<file path="config.mk">
export PLATFORM = sky130hd
export DESIGN_NAME = xmt_d
export DESIGN_NICKNAME = d
export VERILOG_FILES = /design/src/rtl/xmt_d_pkg.sv /design/src/rtl/xmt_d_baud.sv /design/src/rtl/xmt_d.sv
export SDC_FILE = /design/constraint.sdc
export NUM_CORES = 1
export LEC_CHECK = 0
export BUFFER_PORTS_ARGS = -buffer_cell sky130_fd_sc_hd__buf_2
export CAP_MARGIN = 15
export CORE_ASPECT_RATIO = 1.2
export CORE_MARGIN = 8
export CORE_UTILIZATION = 45
export DETAILED_ROUTE_END_ITERATION = 8
export PLACE_DENSITY = 0.71
export SYNTH_ARGS = -nofsm -noshare
export SYNTH_HDL_FRONTEND = slang
export SYNTH_SLANG_ARGS = --single-unit
export TNS_END_PERCENT = 30
</file>
<file path="constraint.sdc">
create_clock -name xmt_d_clk -period 2.5 [get_ports xmt_d_clk]
set_input_delay 0.5 -clock xmt_d_clk [delete_from_list [all_inputs] [get_ports xmt_d_clk]]
set_output_delay 0.5 -clock xmt_d_clk [all_outputs]
set_load 0.005 [all_outputs]
</file>
<file path="src/rtl/xmt_d_pkg.sv">
// xmt_d_pkg: shared definitions for the xmt_d serial transmitter.
//   DATA_W          width of one transmitted byte
//   CNT_W           width of the bit-period counter (CLK_DIV up to 255)
//   CLK_DIV_DEFAULT default number of clocks per bit period
//   state_t         transmitter states; PARITY exists only when the
//                   optional parity bit is compiled in (macro XMT_D_PARITY_EN)
package xmt_d_pkg;

  localparam int DATA_W          = 8;
  localparam int CNT_W           = 8;
  localparam int CLK_DIV_DEFAULT = 4;

  typedef enum logic [1:0] {
    IDLE   = 2'd0,
    DATA   = 2'd1,
`ifdef XMT_D_PARITY_EN
    PARITY = 2'd2,
`endif
    GAP    = 2'd3
  } state_t;

endpackage

</file>
<file path="src/rtl/xmt_d_baud.sv">
// xmt_d_baud: bit-period counter for the xmt_d transmitter.
// Ports:
//   clk, rst_n   clock and asynchronous active-low reset
//   active       a bit period is in progress (DATA, PARITY or GAP)
//   strobe_en    the current bit period carries a strobe (DATA or PARITY)
//   period_end   combinational: last cycle of the current bit period
//   near_end     combinational: second-to-last cycle of the bit period
//   strobe       registered: high in the cycle the counter equals CLK_DIV/2
module xmt_d_baud
  import xmt_d_pkg::*;
#(
  parameter int CLK_DIV = CLK_DIV_DEFAULT
) (
  input  logic clk,
  input  logic rst_n,
  input  logic active,
  input  logic strobe_en,
  output logic period_end,
  output logic near_end,
  output logic strobe
);

  localparam logic [CNT_W-1:0] LAST       = CNT_W'(CLK_DIV - 1);
  localparam logic [CNT_W-1:0] NEAR       = CNT_W'(CLK_DIV - 2);
  localparam logic [CNT_W-1:0] PRE_STROBE = CNT_W'(CLK_DIV / 2 - 1);

  logic [CNT_W-1:0] cnt;

  assign period_end = active && (cnt == LAST);
  assign near_end   = active && (cnt == NEAR);

  // The strobe is registered, so it is raised one cycle early: when the
  // counter sits at CLK_DIV/2-1 it will read CLK_DIV/2 next cycle. That
  // point is never a period end, so the state (and strobe_en) is unchanged.
  always_ff @(posedge clk or negedge rst_n) begin
    if (!rst_n) begin
      cnt    <= '0;
      strobe <= 1'b0;
    end else begin
      if (!active || cnt == LAST)
        cnt <= '0;
      else
        cnt <= cnt + 1'b1;
      strobe <= strobe_en && (cnt == PRE_STROBE);
    end
  end

endmodule

</file>
<file path="src/rtl/xmt_d.sv">
// xmt_d: byte-wide serial transmitter, LSB first, with frame and strobe lines.
// Optional feature: define XMT_D_PARITY_EN to append a parity bit period.
// Parameters:
//   CLK_DIV  clocks per bit period (2..255)
//   PAR_ODD  parity sense, 0 = even, 1 = odd (only with XMT_D_PARITY_EN)
// Ports:
//   xmt_d_clk, xmt_d_rst_n   clock and asynchronous active-low reset
//   xmt_d_in_data/valid      byte to send and its qualifier
//   xmt_d_in_ready           high while idle and able to take a byte
//   xmt_d_out1               serial data, LSB first
//   xmt_d_out2               frame line, high during every frame bit period
//   xmt_d_out3               one-cycle strobe in the middle of each bit period
//   xmt_d_done               one-cycle pulse in the last cycle of a frame
// All outputs come straight from flops; they are loaded from next-state values.
module xmt_d
  import xmt_d_pkg::*;
#(
  parameter int CLK_DIV = CLK_DIV_DEFAULT,
  parameter int PAR_ODD = 0
) (
  input  logic              xmt_d_clk,
  input  logic              xmt_d_rst_n,
  input  logic [DATA_W-1:0] xmt_d_in_data,
  input  logic              xmt_d_in_valid,
  output logic              xmt_d_in_ready,
  output logic              xmt_d_out1,
  output logic              xmt_d_out2,
  output logic              xmt_d_out3,
  output logic              xmt_d_done
);

  if (CLK_DIV < 2 || CLK_DIV > 255 || PAR_ODD < 0 || PAR_ODD > 1) begin : g_bad_params
    $error("xmt_d: CLK_DIV must be 2..255 and PAR_ODD must be 0 or 1");
  end

  state_t            state, state_next;
  logic [DATA_W-1:0] shreg, shreg_next;
  logic [2:0]        bit_idx, bit_idx_next;
  logic              accept, in_frame, in_frame_next, last_bit;
  logic              out1_next, period_end, near_end;

`ifdef XMT_D_PARITY_EN
  logic par, par_next;
  assign in_frame      = (state == DATA) || (state == PARITY);
  assign in_frame_next = (state_next == DATA) || (state_next == PARITY);
  assign last_bit      = (state == PARITY);
`else
  assign in_frame      = (state == DATA);
  assign in_frame_next = (state_next == DATA);
  assign last_bit      = (state == DATA) && (bit_idx == 3'd7);
`endif

  assign accept = xmt_d_in_valid && xmt_d_in_ready;

  xmt_d_baud #(
    .CLK_DIV(CLK_DIV)
  ) u_baud (
    .clk       (xmt_d_clk),
    .rst_n     (xmt_d_rst_n),
    .active    (state != IDLE),
    .strobe_en (in_frame),
    .period_end(period_end),
    .near_end  (near_end),
    .strobe    (xmt_d_out3)
  );

  // Next-state logic. Input data is only looked at in IDLE with a handshake,
  // so it is ignored for the whole frame and gap.
  always_comb begin
    state_next   = state;
    shreg_next   = shreg;
    bit_idx_next = bit_idx;
`ifdef XMT_D_PARITY_EN
    par_next     = par;
`endif
    case (state)
      IDLE: begin
        if (accept) begin
          state_next   = DATA;
          shreg_next   = xmt_d_in_data;
          bit_idx_next = '0;
`ifdef XMT_D_PARITY_EN
          par_next     = (^xmt_d_in_data) ^ 1'(PAR_ODD);
`endif
        end
      end
      DATA: begin
        if (period_end) begin
          if (bit_idx == 3'd7) begin
`ifdef XMT_D_PARITY_EN
            state_next = PARITY;
`else
            state_next = GAP;
`endif
          end else begin
            bit_idx_next = bit_idx + 3'd1;
            shreg_next   = shreg >> 1;
          end
        end
      end
`ifdef XMT_D_PARITY_EN
      PARITY: begin
        if (period_end) state_next = GAP;
      end
`endif
      GAP: begin
        if (period_end) state_next = IDLE;
      end
      default: state_next = IDLE;
    endcase

    out1_next = 1'b0;
    if (state_next == DATA)
      out1_next = shreg_next[0];
`ifdef XMT_D_PARITY_EN
    else if (state_next == PARITY)
      out1_next = par_next;
`endif
  end

  // State and output registers. done is loaded in the second-to-last cycle
  // of the final bit period so that it is high during the last one.
  always_ff @(posedge xmt_d_clk or negedge xmt_d_rst_n) begin
    if (!xmt_d_rst_n) begin
      state          <= IDLE;
      shreg          <= '0;
      bit_idx        <= '0;
`ifdef XMT_D_PARITY_EN
      par            <= 1'b0;
`endif
      xmt_d_in_ready <= 1'b0;
      xmt_d_out1     <= 1'b0;
      xmt_d_out2     <= 1'b0;
      xmt_d_done     <= 1'b0;
    end else begin
      state          <= state_next;
      shreg          <= shreg_next;
      bit_idx        <= bit_idx_next;
`ifdef XMT_D_PARITY_EN
      par            <= par_next;
`endif
      xmt_d_in_ready <= (state_next == IDLE);
      xmt_d_out1     <= out1_next;
      xmt_d_out2     <= in_frame_next;
      xmt_d_done     <= near_end && last_bit;
    end
  end

endmodule

</file>
==> results of run 1 <==
==> cell usage after synthesis, types with 2 or more instances <==
| cell | n |
|---|---|
| nand2_1 | 8 |
| and3_1 | 3 |
| ha_1 | 5 |
| dfrtp_1 | 26 |
| inv_1 | 4 |
| o21ai_0 | 2 |
| nand3_1 | 7 |
| a21o_1 | 8 |
| xor2_1 | 5 |
| a22o_1 | 6 |
| a21oi_1 | 5 |
| buf_6 | 2 |
| nor2_1 | 12 |
==> stage by stage <==
stage | total power [mW] | setup WS, ns | area [um^2] | instances | hold WS [ns]
after global placement | 1.22 | 0.723 | 1360 | 162 | 0.465
final | 1.44 | 0.677 | 1400 | 166 | 0.152
after detailed placement | 1.25 | 0.680 | 1360 | 162 | 0.465
after CTS | 1.46 | 0.658 | 1400 | 166 | 0.167
after global routing | 1.58 | 0.539 | 1400 | 166 | 0.182
after floorplan | 1.11 | 0.799 | 1250 | 114 | 0.204
==> how the worst min path moves through the flow <==
stage               slack (ns)  cells past startpoint        start             to
global route              0.18                      1  xmt_d_rst_n  u_baud.strobe
global placement          0.46                      1     shreg[4]       shreg[4]
detailed placement        0.47                      1     shreg[3]       shreg[3]
CTS                       0.17                      1  xmt_d_rst_n  u_baud.cnt[7]
finish                    0.15                      1  xmt_d_rst_n  u_baud.cnt[7]
floorplan                 0.20                      0  xmt_d_rst_n     bit_idx[0]
==> state kept, by name, indices dropped and copies added, names as in the netlist <==
register        cells
xmt_d_in_ready      1
xmt_d_out2          1
xmt_d_done          1
bit_idx             3
u_baud.cnt          8
state               2
xmt_d_out1          1
u_baud.strobe       1
shreg               8
==> report_power, final <==
group / total, mW / internal (mW) / leakage [nW] / switching (mW)
Sequential: 0.697 / 0.565 / 0.321 / 0.131
Combinational: 0.537 / 0.268 / 0.392 / 0.269
Clock: 0.208 / 0.0890 / 0.0210 / 0.119
==> worst reg2reg max path, cell delays in order, from the launching register on <==
cell and delay [ns]:
dfrtp_1 0.42, ha_1 0.21, ha_1 0.22, nand2b_1 0.21, nor3_4 0.26, nor2_2 0.12, mux2_4 0.29
==> metal layers <==
metal	share of wire, %	GRT usage [%]	vias to the layer above	wire length, um
met5	0	0	-	0
met4	1.9	6.31	0	44
met3	5.6	3.66	5	129
met2	46	17.3	22	1050
met1	47	12.8	408	1070
li1	-	-	440	-
==> cell type report <==
cell class / count / area, um^2
clock buffer: 4 / 36.3
multi-input combinational: 81 / 562
sequential: 26 / 651
timing repair buffer: 17 / 90.1
tap: 34 / 42.5
fill: 263 / 1340
inverter: 4 / 15.0
==> cells by family (layout without fill, tap and decap cells) <==
group           count (synthesis)  count (layout)  synth area share, %
simple gates                   41              41                 18.2
compound gates                 27              27                 15.5
flops                          26              26                 51.9
buf+inv                         7              25                 3.29
xor+xnor                        6               6                 4.19
fa+ha+maj                       5               5                 4.99
mux                             2               2                 2.00
==> qor.yml, run 1 <==
tightestPinTransition_ns: 0.559
grt_pass1_wl_mm: 4.15
finalCriticalPeriod_ns: 1.82
clockBufferDepth: 2
syn_area_um2: 1250
r2r-end: "bit_idx[0]"
final_common_cell: "dfrtp_1"
final_max_slew_viol_count: 0
max_stage_delay_ns: 0.42
antenna-diode-count: 0
critPathArrivalTime_ns: 2.04
synth_top_area_share_pct: 51.9
grt_pass1_vias: 945
post_cts_buffers: 0
io_pins: 16
synthFlopType: "dfrtp_1"
cap_viol_max_count: 0
fin_crit_sh_pct: 72.9
critPathKind: "register to register"
first_iter_violations: 21
htree_levels: 1
nNetsFinal: 149
irDropWorstVdd_mv: 0.415
drtPass1Iterations: 3
p_per_area_nw_per_um2: 1030
crit_buf_inv: 0
maxSlewHeadroom_pct: 62.5
grt_max_degree: 27
num_vias: 875
ys_async_sr_fraction_pct: 100
synth_cell_types: 34
io_buffers: 15
r2r-start: "bit_idx[0]"
hold_path.class: "input pin to asynchronous set/reset pin"
cp-endpoint: "bit_idx[0]"
overflow: 0
setup_viol: 0
post_drt_wl_per_cell_um: 13.8
core-area_um2: 2730
skew_ns: 0.00573
rows: 21
p_leak_nw: 0.734
grt_usage_pct: 11.0
drt-total-wl_mm: 2.29
utilization_pct: 51.1
antenna_found_initial: 0
path_clk_slew_ns: 0.13
synth-edff-count: 0
cts_buffers: 3
syn_inst: 114
slowest_stage: "dfrtp_1"
startpoint: "bit_idx[0]"
final_antenna_net_count: 0
area_growth_pct: 11.4
clock_latency_ns: 0.32
start_util_pct: 45.9
hold_buffers: 0
status: "finished, final reports clean"
vias_per_cell: 5.27
die_h_um: 73.8
cts_sinks: 26
synth_area_leaders: "dfrtp_1 52%, ha_1 5.0%, a21o_1 4.8%"
path_common_cell: "ha_1"
crit_fanout: 7
max_freq_mhz: 549
dp.final_hpwl_mm: 1.75
final-hold-violation-count: 0
yosysTopAreaCell: "dfrtp_1"
ys_seq_elements: 26
cp_cell_sequence: "ha_1 -> ha_1 -> nand2b_1 -> nor3_4 -> nor2_2 -> mux2_4"
ff2ff_path_depth: 6
cts_tree: "done"
die_area_um2: 4740
synth_fp_nets: 130
final_cell_mix: "26 x dfrtp_1, 15 x buf_2, 12 x nor2_1, 8 x nand2_1, 8 x a21o_1"
setup_tns_ns: 0
avgSynthCellArea_um2: 11.0
cp.depth: 6
cts_resized: 0
endpoint_kind: "register"
synth_seq_area_share_pct: 51.9
gp_congestion: 0.789
rsz0062_at_grt: "no"
ctsRootBufferMaster: "clkbuf_4"
ys_warn_count: 0
cp.required_ns: 2.72
drc: 0
layout-drive-gt1-share_pct: 20.5
cp-start-kind: "register"
cp_top_family: "simple AND/OR/NAND/NOR gates"
r2r_setup_slack_ns: 0.68
die_w_um: 64.2
Note: power is estimated with default switching activity, not from simulation.
==> inputs of run 2 (changes only) <==
- PLACE_DENSITY: 0.71 -> 0.73
- clock period: 2.5 -> 1.5 ns (I/O delays scaled with it)
==> qor.yml, run 2 (synthesis results as in run 1) <==
ctsRootBufferMaster: "clkbuf_4"
rows: 21  # unchanged
gp_congestion: 0.838  # +6.2%
final_cells: 187  # +13%
vias_per_cell: 5.33  # +1.0%
drt-total-wl_mm: 2.59  # +13%
fin_crit_sh_pct: 116  # +43 points
post_drt_wl_per_cell_um: 13.9  # +0.35%
tightestPinTransition_ns: 0.552  # -0.00691 ns
layout-drive-gt1-share_pct: 32.7  # +12 points
critPathKind: "register to register"
status: "complete, but fails checks"
nFillCells: 229  # -13%
crit_fanout: 8  # +1
post-place-cells: 180  # +11%
die_w_um: 64.2  # unchanged
grt_pass1_wl_mm: 4.66  # +12%
design_area_um2: 1600  # +14%
irDropWorstVdd_mv: 0.905  # +120%
antenna_found_initial: 0  # unchanged
cts_tree: "done"
die_h_um: 73.8  # unchanged
clockBufferDepth: 2  # unchanged
cts_sinks: 26  # unchanged
die_area_um2: 4740  # unchanged
grt_pass1_vias: 1034  # +9.4%
skew_ns: 0.00218  # -0.00355 ns
cp-start-kind: "register"
cp.required_ns: 1.76  # -0.96 ns
max_freq_mhz: 575  # +4.9%
rsz0062_at_grt: "yes"
drtPass1Iterations: 4  # +1
final_max_slew_viol_count: 0  # unchanged
pwr-share-comb_pct: 46.4  # +9.2 points
area_growth_pct: 27.2
num_vias: 996  # +14%
power_frac_seq_pct: 37.5  # -11 points
io_pins: 16  # unchanged
setup_slack_ns: -0.238  # -0.915 ns
clock_power_share_pct: 16.1  # +1.7 points
first_iter_violations: 32  # +52%
r2r_setup_slack_ns: -0.24  # -0.92 ns
setup_viol: 13  # +13
p_per_area_nw_per_um2: 1830  # +77%
postPlaceCellArea_um2: 1500  # +10%
maxSlewHeadroom_pct: 63.2  # +0.71 points
final-hold-violation-count: 0  # unchanged
final_common_cell: "dfrtp_1"
nNetsFinal: 170  # +14%
final_antenna_net_count: 0  # unchanged
final_cell_mix: "26 x dfrtp_1, 21 x buf_4, 15 x buf_2, 12 x nor2_1"
hold_path.class: "input pin to register"
grt_usage_pct: 12.1  # +1.1 points
finalCriticalPeriod_ns: 1.74  # -0.0849 ns
drc: 0  # unchanged
cap_viol_max_count: 0  # unchanged
start_util_pct: 45.9  # unchanged
switchingPower_mw: 0.990  # +91%
violations: "setup timing"
io_buffers: 15  # unchanged
cts_buffers: 3  # unchanged
largestRegisters: "shreg (8), u_baud.cnt (8), bit_idx (3)"
p_leak_nw: 0.853  # +16%
antenna-diode-count: 0  # unchanged
overflow: 0  # unchanged
grt_max_degree: 27  # unchanged
dp.final_hpwl_mm: 1.94  # +11%
switching_share_pct: 34.0  # -2.1 points
endpoint_kind: "register"
core-area_um2: 2730  # unchanged
clock_latency_ns: 0.31  # about the same
path_clk_slew_ns: 0.13  # about the same
intPower_mw: 1.92  # +110%
htree_levels: 1  # unchanged
critPathArrivalTime_ns: 2.00  # -0.04 ns
[run 2: final timing paths]
path                            depth (start not counted)        startpoint             to
worst min-delay path                                    3  xmt_d_in_data[7]       shreg[7]
worst min register to register                          1          shreg[1]       shreg[1]
worst max register to register                          5     u_baud.cnt[3]       shreg[5]
worst max-delay path                                    5     u_baud.cnt[3]       shreg[5]
min in group asynchronous                               2       xmt_d_rst_n  u_baud.cnt[0]
max in group asynchronous                               2       xmt_d_rst_n  u_baud.cnt[4]
[run 2: final cells by class]
cell class	count	area (um^2)	share of cell area, %
Multi-Input combinational cell	81	581	36.4
Clock inverter	1	30.0	1.88
Sequential cell	26	651	40.8
Inverter	4	15.0	0.941
Tap cell	34	42.5	2.67
Clock buffer	3	22.5	1.41
Timing Repair Buffer	38	254	15.9
[run 2: per-stage QoR]
| step | worst slack, ns | total power, mW | setup TNS (ns) | hold WS [ns] | utilization (%) |
|---|---|---|---|---|---|
| 3_3_place_gp | -0.171 | 2.32 | -1.82 | 0.314 | 55.0 |
| 3_5_place_dp | -0.199 | 2.39 | -2.46 | 0.324 | 55.0 |
| 6_report | -0.238 | 2.91 | -2.54 | 0.181 | 58.4 |
| 5_1_grt | -0.298 | 3.16 | -4.33 | 0.183 | 58.4 |
| 4_1_cts | -0.251 | 2.89 | -3.42 | 0.168 | 57.6 |
| 2_1_floorplan | -0.201 | 1.86 | -1.67 | 0.00441 | - |
[run 2: power groups by stage]
| stage | Combinational, mW | Clock [mW] | Sequential [mW] |
|---|---|---|---|
| detailed placement | 1.29 | 0 | 1.10 |
| global placement | 1.23 | 0 | 1.08 |
| global route | 1.51 | 0.519 | 1.12 |
| floorplan | 0.734 | 0 | 1.12 |
| finish | 1.35 | 0.468 | 1.09 |
| CTS | 1.32 | 0.483 | 1.09 |
[run 2: critical path: stages, from the launching register on]
cell and delay [ns]:
dfrtp_1 0.43, or4_4 0.58, nor3_4 0.27, buf_6 0.17
a22o_1 0.14, a21o_1 0.10
[run 2: layer usage]
layer  track usage [%]  wire length (um)  part of all wire [%]  vias to the layer above
met3              2.13                71                   2.7                        6
li1                  -                 -                     -                      478
met2              21.5              1350                    52                       16
met1              14.3              1120                    43                      496
met4              4.37                50                   1.9                        0
met5                 0                 0                     0                        -
[run 2: timing repair]
| action | in CTS | in global routing |
|---|---|---|
| hold buffers | 1 | 0 |
| pin swaps | 10 | 1 |
| endpoints found under the hold margin | 26 | 0 |
| buffers inserted | 0 | 2 |
| setup endpoints to repair | 21 | 24 |
| gates resized for setup | 3 | 2 |
==> inputs of run 3 (changes only) <==
- CORE_UTILIZATION: 45 -> 50
- PLACE_DENSITY: 0.73 -> 0.79
- RECOVER_POWER: default -> 50
==> qor.yml, run 3 (synthesis results as in run 1) <==
status: "complete, but fails checks"
violations: "setup timing"
final_cells: 185  # -1.1%
num_vias: 955  # -4.1%
final_common_cell: "dfrtp_1"
vias_per_cell: 5.16  # -3.1%
antenna_found_initial: 0  # unchanged
die_h_um: 70.9  # -4.0%
grt_pass1_wl_mm: 4.04  # -13%
final_antenna_net_count: 0  # unchanged
first_iter_violations: 36  # +13%
clockBufferDepth: 2  # unchanged
post-place-cells: 180  # unchanged
crit_buf_inv: 0  # -1
cp_cell_sequence: "or4_4 -> nor3_4 -> nor2_2 -> mux2_4"
cp.required_ns: 1.71  # -0.05 ns
path_clk_slew_ns: 0.13  # about the same
final-hold-violation-count: 0  # unchanged
grt_pass1_vias: 888  # -14%
rsz0062_at_grt: "yes"
core-area_um2: 2450  # -10%
final_cell_mix: "26 x dfrtp_1, 21 x buf_4, 14 x buf_2, 12 x nor2_1"
skew_ns: 0.00466  # +0.00248 ns
cp_top_family: "simple AND/OR/NAND/NOR gates"
clock_latency_ns: 0.31  # about the same
post_drt_wl_per_cell_um: 13.4  # -3.5%
postPlaceCellArea_um2: 1510  # +0.42%
cts_sinks: 26  # unchanged
ff2ff_path_depth: 4  # -1
top_usage_layer: "met2"
max_stage_delay_ns: 0.58  # about the same
io_buffers: 15  # unchanged
tightestPinTransition_ns: 0.644  # +0.0916 ns
gp_congestion: 0.850  # +1.5%
final_max_slew_viol_count: 0  # unchanged
r2r-end: "bit_idx[0]"
die_w_um: 61.7  # -3.9%
hold-path-endpoint: "shreg[7]"
largestRegisters: "shreg (8), u_baud.cnt (8), bit_idx (3)"
io_pins: 16  # unchanged
finalCriticalPeriod_ns: 1.72  # -0.0204 ns
globalRouteMet3Util_pct: 2.90  # +0.77 points
slowest_stage: "or4_4"
nNetsFinal: 170  # unchanged
drtPass1Iterations: 4  # unchanged
grt_util_met1_pct: 16.0  # +1.7 points
grt_usage_pct: 12.0  # -0.081 points
ctsRootBufferMaster: "clkbuf_4"
irDropWorstVdd_mv: 0.986  # +8.9%
p_per_area_nw_per_um2: 1720  # -5.5%
design_area_um2: 1560  # -2.3%
max_freq_mhz: 582  # +1.2%
start_util_pct: 51.1  # +5.2 points
maxSlewHeadroom_pct: 57.1  # -6.1 points
critPathArrivalTime_ns: 1.93  # -0.07 ns
antenna-diode-count: 0  # unchanged
cp-start-kind: "register"
htree_levels: 1  # unchanged
min_path_cells: 3  # unchanged
r2r-start: "u_baud.cnt[6]"
area_growth_pct: 24.4
cts_tree: "done"
dp.final_hpwl_mm: 1.78  # -8.2%
die_area_um2: 4370  # -7.7%
drc: 0  # unchanged
layout-drive-gt1-share_pct: 32.2  # -0.44 points
setup_slack_ns: -0.217  # +0.0204 ns
cap_viol_max_count: 0  # unchanged
drt-total-wl_mm: 2.47  # -4.6%
r2r_setup_slack_ns: -0.22  # +0.02 ns
rows: 20  # -4.8%
p_leak_nw: 0.835  # -2.1%
fin_crit_sh_pct: 114  # -1.4 points
critPathKind: "register to register"
overflow: 0  # unchanged
crit_fanout: 7  # -1
endpoint_kind: "register"
grt_max_degree: 27  # unchanged
hold_path.class: "input pin to register"
use_met2_pct: 17.8  # -3.7 points
hp-start: "xmt_d_in_data[7]"
setup_viol: 13  # unchanged
cts_buffers: 3  # unchanged
==> run 3: routing by layer <==
| metal | wire length, um | vias to the layer above |
|---|---|---|
| met3 | 157 | 2 |
| met4 | 15 | 0 |
| met1 | 1050 | 455 |
| li1 | - | 481 |
| met5 | 0 | - |
| met2 | 1250 | 17 |
==> run 3: worst max-delay path by stage <==
stage,from,endpoint,slack [ns],cells after the start
floorplan,state[1],bit_idx[0],-0.20,5
finish,u_baud.cnt[6],bit_idx[0],-0.22,4
detailed placement,u_baud.cnt[6],shreg[2],-0.19,5
global route,u_baud.cnt[6],shreg[4],-0.28,5
CTS,u_baud.cnt[6],bit_idx[0],-0.20,4
global placement,u_baud.cnt[6],shreg[4],-0.16,5
==> run 3: what timing repair did <==
| item | 4_1_cts | 5_1_grt |
|---|---|---|
| setup buffers | 0 | 1 |
| resized for setup | 2 | 2 |
| hold buffers | 1 | 0 |
| endpoints found under the hold margin | 26 | 0 |
| endpoints found under the setup margin | 16 | 24 |
| gates cloned | 0 | 0 |
| pin swaps | 2 | 2 |
==> run 3: layout make-up <==
cell class | count | area, um^2
tap | 33 | 41.3
inverter | 4 | 15.0
fill | 227 | 893
timing repair buffer | 38 | 254
sequential | 26 | 651
clock buffer | 3 | 22.5
multi-input combinational | 81 | 576
==> run 3: per-stage QoR <==
step / TNS (ns) / hold WS, ns / total power [mW] / utilization (%) / setup slack (ns)
floorplan: -1.67 / 0.00441 / 1.86 / - / -0.201
global placement: -1.76 / 0.321 / 2.32 / 61.5 / -0.160
detailed placement: -2.20 / 0.332 / 2.37 / 61.5 / -0.194
CTS: -2.34 / 0.197 / 2.67 / 63.0 / -0.205
global route: -4.22 / 0.186 / 2.93 / 63.6 / -0.280
finish: -2.30 / 0.203 / 2.69 / 63.6 / -0.217
==> run 3: power breakdown <==
part           total [mW]  switching [mW]  internal [mW]
Sequential           1.09           0.147          0.942
Clock               0.282           0.188         0.0938
Combinational        1.32           0.609          0.708
==> run 3: tightest hold or removal path: cells and delay by family <==
family	cells	cell delay, ns
AO/OA/AOI/OAI	1	0.07
buffers and inverters	1	0.07
AND/OR/NAND/NOR	1	0.04
